===== src/rtl/riscv_pkg.sv =====
// ----------------------------------------------------------------------------
// Module  : riscv_pkg
// Brief   : Shared types and encodings for the multicycle RV32I controller/ALU.
// Revision: 1.0 - initial release
// ----------------------------------------------------------------------------
`default_nettype none

package riscv_pkg;

   typedef enum logic [3:0] {
      S_FETCH    = 4'd0,
      S_DECODE   = 4'd1,
      S_MEMADR   = 4'd2,
      S_MEMREAD  = 4'd3,
      S_MEMWRITE = 4'd4,
      S_MEMWB    = 4'd5,
      S_EXECR    = 4'd6,
      S_EXECI    = 4'd7,
      S_ALUWB    = 4'd8,
      S_BEQ      = 4'd9,
      S_JAL      = 4'd10,
      S_ILLEGAL  = 4'd11,
      S_TRAP     = 4'd12
   } state_t;

   localparam logic [6:0] OP_LW  = 7'b0000011;
   localparam logic [6:0] OP_SW  = 7'b0100011;
   localparam logic [6:0] OP_R   = 7'b0110011;
   localparam logic [6:0] OP_I   = 7'b0010011;
   localparam logic [6:0] OP_BEQ = 7'b1100011;
   localparam logic [6:0] OP_JAL = 7'b1101111;

   localparam logic [2:0] ALU_ADD = 3'b000;
   localparam logic [2:0] ALU_SUB = 3'b001;
   localparam logic [2:0] ALU_AND = 3'b010;
   localparam logic [2:0] ALU_OR  = 3'b011;
   localparam logic [2:0] ALU_SLT = 3'b101;

   // Coarse ALU request from the FSM; FUNCT defers to funct3/funct7b5.
   localparam logic [1:0] ALUOP_ADD   = 2'b00;
   localparam logic [1:0] ALUOP_SUB   = 2'b01;
   localparam logic [1:0] ALUOP_FUNCT = 2'b10;

   localparam logic [1:0] SRC_A_PC    = 2'b00;
   localparam logic [1:0] SRC_A_OLDPC = 2'b01;
   localparam logic [1:0] SRC_A_RS1   = 2'b10;

   localparam logic [1:0] SRC_B_RS2   = 2'b00;
   localparam logic [1:0] SRC_B_IMM   = 2'b01;
   localparam logic [1:0] SRC_B_FOUR  = 2'b10;

   localparam logic [1:0] RES_ALUOUT  = 2'b00;
   localparam logic [1:0] RES_RDATA   = 2'b01;
   localparam logic [1:0] RES_ALU     = 2'b10;

   localparam logic [1:0] IMM_I = 2'b00;
   localparam logic [1:0] IMM_S = 2'b01;
   localparam logic [1:0] IMM_B = 2'b10;
   localparam logic [1:0] IMM_J = 2'b11;

   function automatic logic [1:0] imm_src_of(input logic [6:0] op);
      logic [1:0] imm;
      case (op)
         OP_SW:   imm = IMM_S;
         OP_BEQ:  imm = IMM_B;
         OP_JAL:  imm = IMM_J;
         default: imm = IMM_I;
      endcase
      return imm;
   endfunction

endpackage

`default_nettype wire


===== src/rtl/alu_decoder.sv =====
// ----------------------------------------------------------------------------
// Module  : alu_decoder
// Brief   : Maps the FSM's coarse ALU request plus funct fields to alu_control.
// Revision: 1.0 - initial release
// ----------------------------------------------------------------------------
`default_nettype none

module alu_decoder
   import riscv_pkg::*;
(
   input  logic [1:0] alu_op,
   input  logic [2:0] funct3,
   input  logic       funct7b5,
   input  logic       op5,
   output logic [2:0] alu_control,
   output logic       illegal
);

   always_comb begin
      alu_control = ALU_ADD;
      illegal     = 1'b0;
      case (alu_op)
         ALUOP_ADD: alu_control = ALU_ADD;
         ALUOP_SUB: alu_control = ALU_SUB;
         ALUOP_FUNCT: begin
            case (funct3)
               // funct7b5 only selects sub for register-register ops; addi ignores it.
               3'b000:  alu_control = (op5 && funct7b5) ? ALU_SUB : ALU_ADD;
               3'b010:  alu_control = ALU_SLT;
               3'b110:  alu_control = ALU_OR;
               3'b111:  alu_control = ALU_AND;
               default: illegal     = 1'b1;
            endcase
         end
         default: alu_control = ALU_ADD;
      endcase
   end

endmodule

`default_nettype wire


===== src/rtl/mc_control_fsm.sv =====
// ----------------------------------------------------------------------------
// Module  : mc_control_fsm
// Brief   : Multicycle RV32I main controller with stallable memory handshake.
// Revision: 1.0 - initial release
// ----------------------------------------------------------------------------
`default_nettype none

module mc_control_fsm
   import riscv_pkg::*;
#(
   parameter bit TRAP_EN = 1'b1
)
(
   input  logic       clk,
   input  logic       rst_n,
   input  logic [6:0] op,
   input  logic [2:0] funct3,
   input  logic       funct7b5,
   input  logic       zero,
   input  logic       mem_ready,
   output logic       mem_req,
   output logic       mem_write,
   output logic       adr_src,
   output logic       ir_write,
   output logic       pc_write,
   output logic       reg_write,
   output logic [1:0] result_src,
   output logic [1:0] alu_src_a,
   output logic [1:0] alu_src_b,
   output logic [1:0] imm_src,
   output logic [2:0] alu_control,
   output logic       trap
);

   state_t     r_state;
   state_t     w_next_state;
   logic [1:0] w_alu_op;
   logic       w_funct_illegal;
   logic       w_mem_req;
   logic       w_mem_write;
   logic       w_ir_write;
   logic       w_pc_write;
   logic       w_reg_write;
   logic       w_trap;

   always_ff @(posedge clk or negedge rst_n) begin
      if (!rst_n) begin
         r_state <= S_FETCH;
      end else begin
         r_state <= w_next_state;
      end
   end

   alu_decoder u_alu_decoder (
      .alu_op      (w_alu_op),
      .funct3      (funct3),
      .funct7b5    (funct7b5),
      .op5         (op[5]),
      .alu_control (alu_control),
      .illegal     (w_funct_illegal)
   );

   always_comb begin
      w_next_state = r_state;
      w_mem_req    = 1'b0;
      w_mem_write  = 1'b0;
      w_ir_write   = 1'b0;
      w_pc_write   = 1'b0;
      w_reg_write  = 1'b0;
      w_trap       = 1'b0;
      adr_src      = 1'b0;
      result_src   = RES_ALUOUT;
      alu_src_a    = SRC_A_PC;
      alu_src_b    = SRC_B_RS2;
      w_alu_op     = ALUOP_ADD;

      case (r_state)
         S_FETCH: begin
            w_mem_req  = 1'b1;
            alu_src_a  = SRC_A_PC;
            alu_src_b  = SRC_B_FOUR;
            result_src = RES_ALU;
            if (mem_ready) begin
               w_ir_write   = 1'b1;
               w_pc_write   = 1'b1;
               w_next_state = S_DECODE;
            end
         end

         S_DECODE: begin
            // Branch target is formed here so BEQ can take it from ALUOut.
            alu_src_a = SRC_A_OLDPC;
            alu_src_b = SRC_B_IMM;
            case (op)
               OP_LW, OP_SW: w_next_state = S_MEMADR;
               OP_R:         w_next_state = S_EXECR;
               OP_I:         w_next_state = S_EXECI;
               OP_BEQ:       w_next_state = S_BEQ;
               OP_JAL:       w_next_state = S_JAL;
               default:      w_next_state = S_ILLEGAL;
            endcase
         end

         S_MEMADR: begin
            alu_src_a    = SRC_A_RS1;
            alu_src_b    = SRC_B_IMM;
            w_next_state = op[5] ? S_MEMWRITE : S_MEMREAD;
         end

         S_MEMREAD: begin
            w_mem_req = 1'b1;
            adr_src   = 1'b1;
            if (mem_ready) begin
               w_next_state = S_MEMWB;
            end
         end

         S_MEMWRITE: begin
            w_mem_req   = 1'b1;
            w_mem_write = 1'b1;
            adr_src     = 1'b1;
            if (mem_ready) begin
               w_next_state = S_FETCH;
            end
         end

         S_MEMWB: begin
            result_src   = RES_RDATA;
            w_reg_write  = 1'b1;
            w_next_state = S_FETCH;
         end

         S_EXECR: begin
            alu_src_a    = SRC_A_RS1;
            alu_src_b    = SRC_B_RS2;
            w_alu_op     = ALUOP_FUNCT;
            w_next_state = w_funct_illegal ? S_ILLEGAL : S_ALUWB;
         end

         S_EXECI: begin
            alu_src_a    = SRC_A_RS1;
            alu_src_b    = SRC_B_IMM;
            w_alu_op     = ALUOP_FUNCT;
            w_next_state = w_funct_illegal ? S_ILLEGAL : S_ALUWB;
         end

         S_ALUWB: begin
            result_src   = RES_ALUOUT;
            w_reg_write  = 1'b1;
            w_next_state = S_FETCH;
         end

         S_BEQ: begin
            alu_src_a    = SRC_A_RS1;
            alu_src_b    = SRC_B_RS2;
            w_alu_op     = ALUOP_SUB;
            result_src   = RES_ALUOUT;
            w_pc_write   = zero;
            w_next_state = S_FETCH;
         end

         S_JAL: begin
            // PC takes the target from ALUOut while the ALU forms the link value.
            alu_src_a    = SRC_A_OLDPC;
            alu_src_b    = SRC_B_FOUR;
            result_src   = RES_ALUOUT;
            w_pc_write   = 1'b1;
            w_next_state = S_ALUWB;
         end

         S_ILLEGAL: begin
            w_next_state = TRAP_EN ? S_TRAP : S_FETCH;
         end

         S_TRAP: begin
            w_trap       = 1'b1;
            w_next_state = S_TRAP;
         end

         default: begin
            w_next_state = S_FETCH;
         end
      endcase
   end

   // The state flop resets to FETCH, so strobes are also masked while reset is held.
   assign mem_req   = w_mem_req   & rst_n;
   assign mem_write = w_mem_write & rst_n;
   assign ir_write  = w_ir_write  & rst_n;
   assign pc_write  = w_pc_write  & rst_n;
   assign reg_write = w_reg_write & rst_n;
   assign trap      = w_trap      & rst_n;

   assign imm_src   = imm_src_of(op);

endmodule

`default_nettype wire

===== config.mk =====
export PLATFORM = sky130hd
export DESIGN_NAME = mc_control_fsm
export DESIGN_NICKNAME = d
export VERILOG_FILES = /design/src/rtl/riscv_pkg.sv /design/src/rtl/alu_decoder.sv /design/src/rtl/mc_control_fsm.sv
export SDC_FILE = /design/constraint.sdc
export NUM_CORES = 1
export LEC_CHECK = 0
export CAP_MARGIN = 15
export CORE_MARGIN = 3
export CORE_UTILIZATION = 42
export CTS_CLUSTER_DIAMETER = 100
export CTS_CLUSTER_SIZE = 28
export DETAILED_ROUTE_END_ITERATION = 10
export PLACE_DENSITY_LB_ADDON = 0.3
export SLEW_MARGIN = 0
export SYNTH_ARGS = -nofsm -noshare
export SYNTH_HDL_FRONTEND = slang
export SYNTH_SLANG_ARGS = --single-unit

===== constraint.sdc =====
create_clock -name clk -period 2.8 [get_ports clk]
set_input_delay 0.56 -clock clk [delete_from_list [all_inputs] [get_ports clk]]
set_output_delay 0.56 -clock clk [all_outputs]
set_load 0.02 [all_outputs]

==> reports/summary.txt, run 1 <==
Die Y-Extent - 45.8 microns
RR Startpoint - r_state[2]
Routability cong. - 0.896
Initial Util - 0.477
Status - finished, final reports clean
Maximum VDD drop - 0.000126 V
WP data required - 2.24 ns
Largest Register - r_state
Die width - 45.8 microns
XOR/XNOR Fraction of Synth Area - 0.0263
Register area share after synthesis - 0.150
CTS H-tree depth - 1
CTS Buffer Depth - 2
Nets - 164
P&R area growth vs syn - 63.6%
Slew headroom - 0.793
Worst slew pin tran - 0.308 ns
Power per cell area - 161 nW/um^2
Pre-Repair DR Iteration Count - 4
IO Pins - 33
Fin. Hold Viols - 0
Mux contribution to synthesized area - 0.0150
Die area - 2100 sq um
Root buf cell - clkbuf_4
Avg Vias per Cell - 5.71
Synth Register Bits - 4
Number of global-route vias before repair - 829
Kind of critical path - in -> out
Leakage power - 0.505 nW
Worst-Skew Late Latency - 0.24 ns
Final Max Tran Viols - 0
Wire per inst - 13.5 microns
Via count - 913
Mapped Cells - 105
MaxCap Viol Count - 0
Hold slack - 0.749 ns
Reg-to-Reg End - r_state[0]
Global-route wire length before repair - 3.37 mm
Initial antenna violation count - 0
Clk sinks - 4
Max reg flops - 4
Synth top area share - 0.150
Largest registers - r_state x4
Cts bufs inserted - 3
Synth async-reset ratio - 1.00
Core Footprint - 1400 sq um
Final setup viols - 0
CP endpoint kind - output pin
Worst Clk Skew - 0.00563 ns
TNS Setup - 0 ns
RSZ-0062 raised after global routing - no
Synth cell types - 36
Adder-Cell Fraction of Synth Area - 0.0375
Worst path arrival time - 2.14 ns
Net count after synthesis - 122
Reg2Reg Setup Slack - 1.21 ns
Antenna diode count - 0
Clk slew on worst S/H paths - 0.04 ns
HPWL Detailed - 1.70 mm
Post-CTS setup buffer count - 0
Tot GR Track Use - 0.221
Synthesized area - 667 sq um
Crit path time final - 2.70 ns
Site row count - 13
Synth Area in Simple Gates - 0.452
DRT antenna net count - 0
Main combinational cell family by area after synthesis - simple AND/OR/NAND/NOR gates
Ratio of cells with drive above 1 in the final layout - 0.131
Worst Hold Class - in -> async
Worst R2R Path Depth - 7
Cell with the most instances after synthesis - nand2_1
Final wirelength - 2.16 mm
Compound-gate portion of the synthesized area - 0.238
Number of synthesized flops with an enable pin - 0
Critical Path Source Type - input port
Drt first-iter violations - 23
CTS tree - built
Fmax - 371 MHz
Synth top cells by count - 18 x nand2_1, 11 x nor2_1, 7 x a21oi_1, 7 x o21ai_0
Worst-path fanout max - 3
Grt ovf - 0
Largest area contributor in the netlist - dfrtp_1
Main area contributors after synthesis - dfrtp_1 15%, nand2_1 10%, nor2_1 6.2%
PortBufs - 32
Synth warnings - 0
Prevailing post-synth register cell - dfrtp_1
Mapped Avg Cell Area - 6.35 sq um
Largest net degree at the start of global routing - 14
Period utilization - 0.963
DRC errors left - 0
[final cells by class]
type	instances	area [sq um]
Clock buffer	3	22.5
Fill cell	93	308
Inverter	4	15.0
Multi-Input combinational cell	89	513
Sequential cell	4	100
Tap cell	15	18.8
Timing Repair Buffer	45	422
[worst max-delay path: stages]
cell	delay, ns
clkdlybuf4s50_1	0.51
and4b_1	0.22
nand2_1	0.09
a21oi_1	0.13
clkdlybuf4s50_1	0.62
[cells by family (layout without fill, tap and decap cells)]
family,after synthesis,count (layout)
AOI/OAI and AO/OA,26,26
xor gates and xnor gates,2,2
adders and majority gates,2,2
buffers and inverters,12,52
DFF,4,4
muxes,1,1
and+or+nand+nor,58,58
[repair_timing]
action                     CTS  global route
resized for setup            1             2
hold buffers                 0             0
setup endpoints to repair    1             2
gates cloned                 0             0
[layout by cell type (no fill, tap or decap), types with 2 or more instances in the layout]
master and instances:
ha_1 2, nor4_1 2, clkbuf_4 3, nor3b_1 2, o21a_1 2, dlymetal6s2s_1 2, clkdlybuf4s50_1 29, nand2b_1 2
nor3_1 2, nand3_1 3, a21oi_1 7, nand3b_1 2, nor2_1 11, nand2_1 18, inv_1 4, and3_1 6
buf_4 13, a31oi_1 3, nor2b_1 4, o21ai_0 7, dfrtp_1 4
[worst max path at each step]
stage	endpoint	cells past startpoint	start
after detailed placement	alu_control[0]	7	funct3[2]
after floorplan	alu_control[2]	7	r_state[1]
after global placement	imm_src[1]	5	op[5]
after global routing	imm_src[1]	5	op[1]
after CTS	pc_write	7	r_state[1]
final	imm_src[1]	5	op[1]
[report_power, final]
part / switching [W] / internal (W)
Sequential: 0 / 0.0000581
Clock: 0.0000276 / 0.0000482
Combinational: 0.0000158 / 0.0000257
Total: 0.0000434 / 0.000132
[metal layers]
| layer | track usage | part of all wire | vias up |
|---|---|---|---|
| li1 | - | - | 454 |
| met1 | 0.228 | 0.38 | 417 |
| met2 | 0.423 | 0.53 | 40 |
| met3 | 0.0395 | 0.071 | 2 |
| met4 | 0.0909 | 0.011 | 0 |
| met5 | 0 | 0 | - |
[per-stage QoR]
stage / total power [W] / utilization / instance area, sq um / setup WS, ns / instances
after floorplan: 0.0000677 / - / 667 / 0.309 / 105
after global placement: 0.0000990 / 0.761 / 1060 / 0.138 / 157
after detailed placement: 0.000100 / 0.761 / 1060 / 0.103 / 157
after CTS: 0.000178 / 0.776 / 1090 / 0.0166 / 160
after global routing: 0.000187 / 0.780 / 1090 / 0.0170 / 160
final: 0.000175 / 0.780 / 1090 / 0.104 / 160
(Power assumes the default switching activity.)
==> run 2, diff against run 1 <==
--- a/config.mk
+++ b/config.mk
@@ -12,6 +12,7 @@
 export CTS_CLUSTER_SIZE = 28
 export DETAILED_ROUTE_END_ITERATION = 10
 export PLACE_DENSITY_LB_ADDON = 0.3
+export SKIP_CTS_REPAIR_TIMING = 1
 export SLEW_MARGIN = 0
 export SYNTH_ARGS = -nofsm -noshare
 export SYNTH_HDL_FRONTEND = slang
==> reports/summary.txt, run 2 (same netlist as run 1, synthesis figures left out) <==
Worst slew pin tran - 0.312 ns (was 0.308 ns)
Largest Register - r_state (unchanged)
Routability cong. - 0.896 (unchanged)
DRC errors left - 0 (unchanged)
Nets - 164 (unchanged)
Sequential power share - 0.329 (was 0.331)
Crit-path slowest cell - clkdlybuf4s50_1 (unchanged)
CTS tree - built (unchanged)
Root buf cell - clkbuf_4 (unchanged)
TNS Setup - 0 ns (unchanged)
Antenna diode count - 0 (unchanged)
HPWL Detailed - 1.70 mm (unchanged)
Inst Count DP - 157 (unchanged)
Largest net degree at the start of global routing - 14 (unchanged)
IO Pins - 33 (unchanged)
Initial antenna violation count - 0 (unchanged)
Fin. Hold Viols - 0 (unchanged)
Power per cell area - 161 nW/um^2 (about the same)
Worst-Skew Late Latency - 0.25 ns (was 0.24 ns)
Worst Hold Class - in -> async (unchanged)
Slew headroom - 0.790 (was 0.793)
CP most frequent cell - clkdlybuf4s50_1 (unchanged)
PortBufs - 32 (unchanged)
RSZ-0062 raised after global routing - no (unchanged)
Max reg flops - 4 (unchanged)
Critical path buffers and inverters - 2 (unchanged)
Kind of critical path - in -> out (unchanged)
Number of global-route vias before repair - 829 (unchanged)
MaxCap Viol Count - 0 (unchanged)
NetSw - 0.0000445 W (was 0.0000434 W)
Top delay family on crit path - buffers and inverters (unchanged)
Drt first-iter violations - 19 (was 23)
Largest registers - r_state x4 (unchanged)
Worst-path cell chain - clkdlybuf4s50_1, and4b_1, nand2_1, a21oi_1, clkdlybuf4s50_1 (unchanged)
Layout fillers - 93 (unchanged)
Worst Clk Skew - 0.00570 ns (was 0.00563 ns)
Logic gate share of total power - 0.236 (was 0.237)
Worst path arrival time - 2.14 ns (about the same)
Crit path time final - 2.70 ns (about the same)
Die width - 45.8 microns (unchanged)
Cts bufs inserted - 3 (unchanged)
Pre-Repair DR Iteration Count - 4 (unchanged)
WP data required - 2.24 ns (about the same)
Core Footprint - 1400 sq um (unchanged)
Sw Ratio - 0.252 (was 0.247)
Design Area, Final - 1090 sq um (about the same)
Cell Area, Placed - 1060 sq um (unchanged)
DRT antenna net count - 0 (unchanged)
CP Depth - 5 (unchanged)
Site row count - 13 (unchanged)
Worst R2R Path Depth - 7 (unchanged)
CTS H-tree depth - 1 (unchanged)
Final setup viols - 0 (unchanged)
Leakage power - 0.519 nW (was 0.505 nW)
CTS Buffer Depth - 2 (unchanged)
Grt ovf - 0 (unchanged)
Final Util - 0.783 (was 0.780)
Worst-path fanout max - 3 (unchanged)
Die area - 2100 sq um (unchanged)
CP max stage delay - 0.62 ns (about the same)
Clk sinks - 4 (unchanged)
Status - finished, final reports clean (unchanged)
Final wirelength - 2.20 mm (was 2.16 mm)
Fmax - 371 MHz (about the same)
Leading cell types in the layout, fill and taps excluded - 29 x clkdlybuf4s50_1, 18 x nand2_1, 13 x buf_4, 11 x nor2_1 (unchanged)
Wire per inst - 13.8 microns (was 13.5 microns)
Ratio of cells with drive above 1 in the final layout - 0.131 (unchanged)
Fin cells - 160 (unchanged)
CP endpoint kind - output pin (unchanged)
P_int - 0.000132 W (about the same)
Clk network pwr share - 0.435 (was 0.432)
Global-route wire length before repair - 3.37 mm (unchanged)
Period utilization - 0.963 (about the same)
Most common cell after layout, fill and taps aside - clkdlybuf4s50_1 (unchanged)
P&R area growth vs syn - 64.2% (was 63.6%)
Die Y-Extent - 45.8 microns (unchanged)
Critical Path Source Type - input port (unchanged)
Clk slew on worst S/H paths - 0.04 ns (about the same)
Tot GR Track Use - 0.221 (unchanged)
Avg Vias per Cell - 5.67 (was 5.71)
Maximum VDD drop - 0.000126 V (about the same)
Initial Util - 0.477 (unchanged)
Via count - 907 (was 913)
Final Max Tran Viols - 0 (unchanged)
run 2: path summary, 6_finish.rpt:
check | start | to | slack (ns)
setup / recovery | op[1] | imm_src[1] | 0.10
hold / removal | rst_n | r_state[2] | 0.75
setup reg to reg | r_state[2] | r_state[0] | 1.21
hold reg to reg | r_state[3] | r_state[2] | 0.80
max in group asynchronous | rst_n | r_state[3] | 1.95
min in group clk | r_state[3] | r_state[2] | 0.80
run 2: worst register-to-register path, stage by stage (launching register included):
cell	delay, ns
dfrtp_1	0.40
nand2b_1	0.19
nor2_1	0.13
nand2_1	0.10
ha_1	0.24
a32o_1	0.23
nand2_1	0.08
a31oi_1	0.08
run 2: area by class of cell:
class,count,area (sq um),share of cell area
Clock buffer,3,22.5,0.0206
Tap cell,15,18.8,0.0171
Inverter,4,15.0,0.0137
Multi-Input combinational cell,89,513,0.469
Sequential cell,4,100,0.0914
Timing Repair Buffer,45,425,0.389
run 2: power by group through the flow:
stage / sequential (W) / combinational [W] / clock, W
floorplan: 0.0000589 / 0.00000885 / 0
global placement: 0.0000589 / 0.0000401 / 0
detailed placement: 0.0000589 / 0.0000415 / 0
CTS: 0.0000581 / 0.0000418 / 0.0000783
global route: 0.0000580 / 0.0000449 / 0.0000840
finish: 0.0000581 / 0.0000416 / 0.0000768
run 2: layer usage:
| metal | track usage | wire (microns) | up-vias |
|---|---|---|---|
| met5 | 0 | 0 | - |
| met4 | 0.0909 | 23 | 0 |
| met3 | 0.0395 | 167 | 2 |
| met2 | 0.423 | 1170 | 44 |
| met1 | 0.228 | 842 | 407 |
| li1 | - | - | 454 |
run 2: through the flow:
stage                     power [W]  hold slack [ns]  setup slack (ns)
after floorplan           0.0000677            0.264             0.309
after global placement    0.0000990            0.773             0.138
after detailed placement   0.000100            0.771             0.103
after CTS                  0.000178            0.769            -0.109
after global routing       0.000187            0.792            0.0170
final                      0.000177            0.747             0.104
==> run 3, diff against run 2 <==
--- a/config.mk
+++ b/config.mk
@@ -11,7 +11,8 @@
 export CTS_CLUSTER_DIAMETER = 100
 export CTS_CLUSTER_SIZE = 28
 export DETAILED_ROUTE_END_ITERATION = 10
-export PLACE_DENSITY_LB_ADDON = 0.3
+export GPL_TIMING_DRIVEN = 0
+export PLACE_DENSITY_LB_ADDON = 0.2
 export SKIP_CTS_REPAIR_TIMING = 1
 export SLEW_MARGIN = 0
 export SYNTH_ARGS = -nofsm -noshare
==> reports/summary.txt, run 3 (same netlist as run 1, synthesis figures left out) <==
Via count - 866 (was 907)
Avg Vias per Cell - 5.59 (was 5.67)
Critical Path Source Type - input port (unchanged)
Global-route wire length before repair - 3.18 mm (was 3.37 mm)
Design Area, Final - 1050 sq um (was 1090 sq um)
Root buf cell - clkbuf_4 (unchanged)
Final setup viols - 0 (unchanged)
CP endpoint kind - output pin (unchanged)
Site row count - 13 (unchanged)
Wire per inst - 12.2 microns (was 13.8 microns)
Largest net degree at the start of global routing - 11 (was 14)
Leakage power - 0.526 nW (was 0.519 nW)
Largest Register - r_state (unchanged)
Crit-path slowest cell - clkdlybuf4s50_1 (unchanged)
Nets - 159 (was 164)
WP data required - 2.24 ns (about the same)
CTS Buffer Depth - 2 (unchanged)
Final Max Tran Viols - 0 (unchanged)
Antenna diode count - 0 (unchanged)
Clk slew on worst S/H paths - 0.04 ns (about the same)
CTS H-tree depth - 1 (unchanged)
Kind of critical path - in -> out (unchanged)
Number of global-route vias before repair - 785 (was 829)
Final wirelength - 1.90 mm (was 2.20 mm)
Slew headroom - 0.744 (was 0.790)
Pre-Repair DR Iteration Count - 4 (unchanged)
Leading cell types in the layout, fill and taps excluded - 27 x clkdlybuf4s50_1, 18 x nand2_1, 10 x nor2_1, 7 x a21oi_1, 7 x o21ai_0 (was 29 x clkdlybuf4s50_1, 18 x nand2_1, 13 x buf_4, 11 x nor2_1)
IO Pins - 33 (unchanged)
Most common cell after layout, fill and taps aside - clkdlybuf4s50_1 (unchanged)
Initial antenna violation count - 0 (unchanged)
Worst-path cell chain - clkdlybuf4s50_1, nand2_1, nor2_1, clkdlybuf4s50_1 (was clkdlybuf4s50_1, and4b_1, nand2_1, a21oi_1, clkdlybuf4s50_1)
PortBufs - 32 (unchanged)
Period utilization - 0.953 (was 0.963)
Maximum VDD drop - 0.000159 V (was 0.000126 V)
Top Metal Used - met3 (was met4)
Core Footprint - 1400 sq um (unchanged)
WL met1 - 759 microns (was 842 microns)
Hold slack - 0.599 ns (was 0.747 ns)
Initial Util - 0.477 (unchanged)
Reg-to-Reg End - r_state[0] (unchanged)
Worst slew pin tran - 0.382 ns (was 0.312 ns)
Status - finished, final reports clean (unchanged)
Cell Area, Placed - 1010 sq um (was 1060 sq um)
CTS tree - built (unchanged)
Worst path arrival time - 2.11 ns (was 2.14 ns)
Overall Power - 0.000166 W (was 0.000177 W)
Tot GR Track Use - 0.201 (was 0.221)
Cts bufs inserted - 3 (unchanged)
Die Y-Extent - 45.8 microns (unchanged)
Fin. Hold Viols - 0 (unchanged)
Worst Clk Skew - 0.00104 ns (was 0.00570 ns)
CP most frequent cell - clkdlybuf4s50_1 (unchanged)
RSZ-0062 raised after global routing - no (unchanged)
Routed wl met2 - 937 microns (was 1.17 mm)
Worst-path fanout max - 9 (was 3)
Max reg flops - 4 (unchanged)
MaxCap Viol Count - 0 (unchanged)
DRC errors left - 0 (unchanged)
RR Startpoint - r_state[1] (was r_state[2])
Crit path time final - 2.67 ns (was 2.70 ns)
Ratio of cells with drive above 1 in the final layout - 0.114 (was 0.131)
Final Util - 0.749 (was 0.783)
Reg2Reg Setup Slack - 1.10 ns (was 1.21 ns)
CP max stage delay - 0.67 ns (was 0.62 ns)
Die area - 2100 sq um (unchanged)
Die width - 45.8 microns (unchanged)
Wire length on met3 - 199 microns (was 167 microns)
Worst-Skew Late Latency - 0.23 ns (was 0.25 ns)
Fmax - 375 MHz (was 371 MHz)
DRT antenna net count - 0 (unchanged)
Inst Count DP - 152 (was 157)
Power per cell area - 159 nW/um^2 (was 161 nW/um^2)
Drt first-iter violations - 16 (was 19)
Routability cong. - 0.885 (was 0.896)
P&R area growth vs syn - 57.0% (was 64.2%)
Largest registers - r_state x4 (unchanged)
Fin cells - 155 (was 160)
Grt ovf - 0 (unchanged)
HPWL Detailed - 1.48 mm (was 1.70 mm)
Worst R2R Path Depth - 8 (was 7)
Clk sinks - 4 (unchanged)
Worst Hold Class - in -> async (unchanged)
## run 3: layout make-up
cell class,instances,area (sq um)
plain buffers,8,40.0
clock buffers,3,22.5
fillers,123,352
inverters,4,15.0
multi-input cells,89,518
flip-flops and latches,4,100
well taps,15,18.8
repair buffers,32,333
## run 3: critical path: cells and delay by family
kind,cells,cell delay [ns]
AND/OR/NAND/NOR,2,0.25
buffers and inverters,2,1.29
## run 3: report_power, final
part	leakage, nW	internal (W)	switching, W
clock	0.0138	0.0000478	0.0000220
combinational	0.467	0.0000230	0.0000153
sequential	0.0455	0.0000582	0
## run 3: layer usage
| metal | vias up | GRT usage |
|---|---|---|
| met1 | 384 | 0.229 |
| met2 | 39 | 0.368 |
| met3 | 0 | 0.0711 |
| met4 | 0 | 0.0170 |
| met5 | - | 0 |
| li1 | 443 | - |
## run 3: worst max path at each step
stage,start,to,depth (start not counted)
2_1_floorplan,r_state[1],alu_control[2],7
3_3_place_gp,r_state[1],alu_control[2],8
3_5_place_dp,r_state[1],alu_control[2],8
4_1_cts,r_state[1],alu_control[2],8
5_1_grt,r_state[1],alu_control[2],8
6_report,rst_n,trap,4
## run 3: per-stage QoR
stage          worst slack [ns]  TNS [ns]
2_1_floorplan             0.309         0
3_3_place_gp             0.0296         0
3_5_place_dp             0.0205         0
4_1_cts                  -0.263    -0.408
5_1_grt                  0.0326         0
6_report                  0.133         0
